## src/rtl/arisco_pkg.sv

```systemverilog
// Shared types and constants for the multi-cycle fetch sequencer and its next-PC logic.
package arisco_pkg;

  typedef enum logic [2:0] {
    ST_IDLE  = 3'd0,
    ST_FETCH = 3'd1,
    ST_EXEC  = 3'd2,
    ST_HALT  = 3'd3,
    ST_FAULT = 3'd4
  } seq_state_t;

  localparam logic [6:0] OPCODE_JAL    = 7'b1101111;
  localparam logic [6:0] OPCODE_JALR   = 7'b1100111;
  localparam logic [6:0] OPCODE_BRANCH = 7'b1100011;
  localparam logic [6:0] OPCODE_SYSTEM = 7'b1110011;

  localparam logic [1:0] FAULT_NONE        = 2'b00;
  localparam logic [1:0] FAULT_TIMEOUT     = 2'b01;
  localparam logic [1:0] FAULT_MISALIGN    = 2'b10;
  localparam logic [1:0] FAULT_UNSUPPORTED = 2'b11;

  localparam logic [31:0] INSTR_NOP = 32'h0000_0013;

endpackage

```

## src/rtl/next_pc_unit.sv

```systemverilog
// Combinational next-PC decode: JAL target, sequential pc+4 and control-flow classification.
module next_pc_unit
  import arisco_pkg::*;
(
  input  logic [31:0] pc_i,
  input  logic [31:0] instruction_i,
  output logic [31:0] target_o,
  output logic [31:0] pc_plus4_o,
  output logic        misaligned_o,
  output logic        is_halt_o,
  output logic        is_unsupported_o
);

  logic [6:0]         opcode;
  logic [2:0]         funct3;
  logic signed [31:0] jal_off;
  logic               unused_rd;

  assign opcode    = instruction_i[6:0];
  assign funct3    = instruction_i[14:12];
  assign unused_rd = ^instruction_i[11:7];

  // J-type immediate, sign-extended from bit 20 of the offset.
  assign jal_off = {{11{instruction_i[31]}}, instruction_i[31], instruction_i[19:12],
                    instruction_i[20], instruction_i[30:21], 1'b0};

  assign pc_plus4_o       = pc_i + 32'd4;
  assign target_o         = (opcode == OPCODE_JAL) ? (pc_i + $unsigned(jal_off)) : pc_plus4_o;
  assign misaligned_o     = (target_o[1:0] != 2'b00);
  assign is_halt_o        = (opcode == OPCODE_SYSTEM) && (funct3 == 3'b000);
  assign is_unsupported_o = (opcode == OPCODE_BRANCH) || (opcode == OPCODE_JALR);

endmodule

```

## src/rtl/fetch_sequencer.sv

```systemverilog
// Multi-cycle sequencer: fetches over a req/ready handshake, strobes one execute cycle per instruction.
module fetch_sequencer
  import arisco_pkg::*;
#(
  parameter logic [31:0] RESET_PC      = 32'h0000_0000,
  parameter int          FETCH_TIMEOUT = 16
) (
  input  logic        clk,
  input  logic        rst_n,
  input  logic        run,
  output logic        imem_req,
  output logic [31:0] imem_addr,
  input  logic        imem_ready,
  input  logic [31:0] imem_rdata,
  output logic [31:0] instruction,
  output logic [31:0] pc,
  output logic [31:0] pc_next,
  output logic        exec_valid,
  output logic        halted,
  output logic        fault,
  output logic [1:0]  fault_cause
);

  localparam int TO_W = $clog2(FETCH_TIMEOUT + 1);

  seq_state_t        state_q, state_d;
  logic [31:0]       pc_q, pc_d;
  logic [31:0]       instr_q, instr_d;
  logic [TO_W-1:0]   cnt_q, cnt_d;
  logic [1:0]        cause_q, cause_d;

  logic [31:0]       target;
  logic [31:0]       pc_plus4;
  logic              misaligned;
  logic              is_halt;
  logic              is_unsupported;

  next_pc_unit u_next_pc (
    .pc_i             (pc_q),
    .instruction_i    (instr_q),
    .target_o         (target),
    .pc_plus4_o       (pc_plus4),
    .misaligned_o     (misaligned),
    .is_halt_o        (is_halt),
    .is_unsupported_o (is_unsupported)
  );

  always_comb begin
    state_d = state_q;
    pc_d    = pc_q;
    instr_d = instr_q;
    cnt_d   = cnt_q;
    cause_d = cause_q;
    case (state_q)
      ST_IDLE: begin
        if (run) state_d = ST_FETCH;
      end
      ST_FETCH: begin
        // Ready on the expiring cycle takes priority over the timeout.
        if (imem_ready) begin
          instr_d = imem_rdata;
          cnt_d   = '0;
          state_d = ST_EXEC;
        end else if (cnt_q == TO_W'(FETCH_TIMEOUT - 1)) begin
          cnt_d   = cnt_q + 1'b1;
          cause_d = FAULT_TIMEOUT;
          state_d = ST_FAULT;
        end else begin
          cnt_d = cnt_q + 1'b1;
        end
      end
      ST_EXEC: begin
        if (is_halt) begin
          state_d = ST_HALT;
        end else if (is_unsupported) begin
          cause_d = FAULT_UNSUPPORTED;
          state_d = ST_FAULT;
        end else if (misaligned) begin
          cause_d = FAULT_MISALIGN;
          state_d = ST_FAULT;
        end else begin
          pc_d    = target;
          state_d = run ? ST_FETCH : ST_IDLE;
        end
      end
      default: ;
    endcase
  end

  always_ff @(posedge clk or negedge rst_n) begin
    if (!rst_n) begin
      state_q <= ST_IDLE;
      pc_q    <= RESET_PC;
      instr_q <= INSTR_NOP;
      cnt_q   <= '0;
      cause_q <= FAULT_NONE;
    end else begin
      state_q <= state_d;
      pc_q    <= pc_d;
      instr_q <= instr_d;
      cnt_q   <= cnt_d;
      cause_q <= cause_d;
    end
  end

  // Request is decoded straight from state so an async reset drops it immediately.
  assign imem_req    = (state_q == ST_FETCH);
  assign imem_addr   = imem_req ? pc_q : 32'h0;
  assign instruction = instr_q;
  assign pc          = pc_q;
  assign pc_next     = pc_plus4;
  assign exec_valid  = (state_q == ST_EXEC);
  assign halted      = (state_q == ST_HALT);
  assign fault       = (state_q == ST_FAULT);
  assign fault_cause = cause_q;

endmodule

```

## config.mk

```make
export PLATFORM = sky130hd
export DESIGN_NAME = fetch_sequencer
export DESIGN_NICKNAME = d
export VERILOG_FILES = /design/src/rtl/arisco_pkg.sv /design/src/rtl/next_pc_unit.sv /design/src/rtl/fetch_sequencer.sv
export SDC_FILE = /design/constraint.sdc
export NUM_CORES = 1
export LEC_CHECK = 0
export CAP_MARGIN = 20
export CORE_ASPECT_RATIO = 2
export CORE_MARGIN = 3
export CORE_UTILIZATION = 54
export CTS_BUF_LIST = sky130_fd_sc_hd__clkbuf_8
export CTS_CLUSTER_DIAMETER = 100
export DETAILED_ROUTE_END_ITERATION = 12
export PLACE_DENSITY_LB_ADDON = 0.25
export SLEW_MARGIN = 20
export SYNTH_ARGS = -nofsm -noshare
export SYNTH_HDL_FRONTEND = slang
export SYNTH_HIERARCHICAL = 1
export SYNTH_SLANG_ARGS = --single-unit
```

## constraint.sdc

```tcl
create_clock -name clk -period 4.1 [get_ports clk]
set_input_delay 1.025 -clock clk [delete_from_list [all_inputs] [get_ports clk]]
set_output_delay 1.025 -clock clk [all_outputs]
set_load 0.01 [all_outputs]
```

==> results.toml <==
[run_status]
status = "finished clean"

[clock_tree]
insertion_delay_ps = 360
cts_made_buffers = 9
root_buffer = "clkbuf_8"
cts.sinks = 74
path_clk_slew_ps = 80
htreeDepth = 3
cts_tree = "yes"
clk_path_buf_depth = 2

[global_route]
grt_overflow_total = 0
top_usage_layer = "met2"
use_met2 = 0.562
antenna_found_initial = 0
grt_max_degree = 75
grt_pass1_wl_um = 28900
gr-usage-met1 = 0.295
first_global_vias = 5743
use_met3 = 0.0629
grtUsageTotal = 0.301

[synthesis]
synth-async-reset-ratio = 1.00
yosys-top-cells-count = "71 x dfrtp_1, 62 x a21oi_1, 46 x nor2_1"
syn_nets = 706
synth_area_leaders = "dfrtp_1 30%, mux2_4 7.3%, ha_1 6.9%"
synth_most_common_cell = "dfrtp_1"
synth_seq_cells = 74
yosysWarnings = 6
synth_top_area_share = 0.298
postSynthAreaPerCell_um2 = 9.36
syn_area_um2 = 5960
ys_types = 65
syn_inst = 636
yosysSeqAreaShare = 0.312
synth_edf_count = 0
ys.flop_type = "dfrtp_1"
yosys.area.top_type = "dfrtp_1"

[routing]
drc = 0
avgRoutedWirePerCell_um = 19.5
postRouteAntennaNets = 0
drtPass1Iterations = 5
routed_wl_um = 18100
vias_per_cell = 5.94
drt_iter0_markers = 283
vias = 5518

[min_path]
worstHoldStart = "fault_cause[1]"
holdPathStages = 1
min_delay_worst_endpoint = "fault_cause[1]"
hp-class = "register to register"

[critical_path]
worstReg2RegStart = "instruction[31]"
cp_common_cell = "and4_1"
cp_max_fo = 9
critPathKind = "register to primary output"
r2r_slack_ps = 680
cp_cell_sequence = "and4_1 > and4_1 > nor2b_1 > buf_4 > and3_1 > xor2_1 > clkdlybuf4s50_1"
cp_top_family = "simple AND/OR/NAND/NOR gates"
rr_worst_depth = 9
arrival_ps = 2760
endpoint_kind = "primary output"
reg2reg_to = "pc[31]"
crit_path_max_incr_delay_ps = 570
worst_ep_required_time_ps = 3070
slowest_stage = "clkdlybuf4s50_1"
cp-start-kind = "register"
path_buf_inv = 2

[run]
max_cap_viol_count = 0

[floorplanning]
ioPinCount = 170
die_h_um = 155
die_area_um2 = 12400
core_area_um2 = 10600
start_util = 0.561
fp.dieW_um = 80.3
num_rows = 53

[placement]
numPortBuffers = 169
hpwl_um = 13600
gp_congestion = 0.921
placed_area_um2 = 7620
place_inst = 913

[timing]
finalHoldViolations = 0
fmax_mhz = 264
rsz0062_at_grt = "false"
slew_viol_final = 0
min_period_ps = 3790
finClkSkew_ps = 10.1
relSlewSlack = 0.360
worstMarginPinSlew_ps = 960
period_share = 0.924
tns_ps = 0
setup_viol = 0

[power_and_ir_drop]
ir_drop_mv = 0.241
finalPower_uw = 1400
p_leak_uw = 0.00344
p_per_area_nw_per_um2 = 179

[cells_and_area]
syn2layout_area_growth_pct = 31.5
nets = 857
layout-drive-gt1-share = 0.136
num_antenna_cells = 0
instances_no_fill = 929
finalInstanceArea_um2 = 7830
[logic make-up after synthesis]
| logic type | count (synthesis) | share of synthesized area |
|---|---|---|
| and+or+nand+nor | 215 | 0.190 |
| AOI/OAI and AO/OA | 151 | 0.163 |
| DFF | 74 | 0.312 |
| muxes | 65 | 0.141 |
| xor gates and xnor gates | 50 | 0.0735 |
| buffers and inverters | 47 | 0.0487 |
| adders and majority gates | 34 | 0.0727 |
[cell usage in the layout, fill, tap and decap left out, drive strengths merged, types with 14 or more instances in the layout]
cell type and count:
xnor2 28, nand2 45, nor2 46, o21ai 16
ha 33, nand4 14, mux2 64, nand3 17
clkdlybuf4s50 168, inv 14, and2 36, dfrtp 71
xor2 22, a21oi 65
[repair_timing]
item / CTS / global route
gates resized for setup: 0 / 1
endpoints found under the setup margin: 0 / 1
hold buffers: 0 / 0
setup buffers: 0 / 0
[flip-flops by register name, indices dropped and copies added (netlist names)]
signal	flops
cnt_q	5
state_q	3
pc	32
fault_cause	2
instruction	32
[worst register-to-register path, stage by stage, from the launching register on]
cell and delay, ps:
dfrtp_1 730, ha_1 470, a21o_1 250, a21oi_1 150, o21bai_1 120, a2111oi_0 530, nor4b_1 150, a2111oi_0 530
a211oi_1 100, mux2_2 280
[layout make-up]
cell class	instances	area (µm²)
clock buffers	10	138
clock inverters	6	72.6
fillers	798	2780
inverters	13	50.0
multi-input cells	515	3820
flip-flops and latches	74	1860
well taps	137	171
repair buffers	174	1730
[worst max path at each step]
stage | from | endpoint | slack (ps) | depth (start not counted)
6_report | pc[4] | pc_next[25] | 310 | 7
5_1_grt | pc[2] | pc_next[26] | 130 | 6
4_1_cts | pc[2] | pc_next[26] | 190 | 6
3_5_place_dp | pc[2] | pc_next[26] | 610 | 6
3_3_place_gp | pc[2] | pc_next[26] | 690 | 6
2_1_floorplan | pc[2] | pc[27] | 1250 | 10
[layer usage]
metal  routed length [µm]  part of all wire
met3                  919             0.051
met1                 6070              0.34
met4                  964             0.053
met5                    0                 0
met2                10100              0.56
[through the flow]
step / setup slack [ps] / util / hold WS [ps]
after global placement: 692 / 0.718 / 476
after floorplan: 1250 / - / 462
after CTS: 194 / 0.738 / 512
final: 314 / 0.738 / 514
after detailed placement: 612 / 0.718 / 482
after global routing: 131 / 0.738 / 539
[power by group]
part	total (µW)	switching (µW)	leakage [µW]	internal, µW
clock network	612	308	0.000103	304
logic	53.6	21.6	0.00236	32.0
registers	732	1.70	0.000983	730
total	1400	331	0.00344	1070
Power figures use the tool's default switching activity.
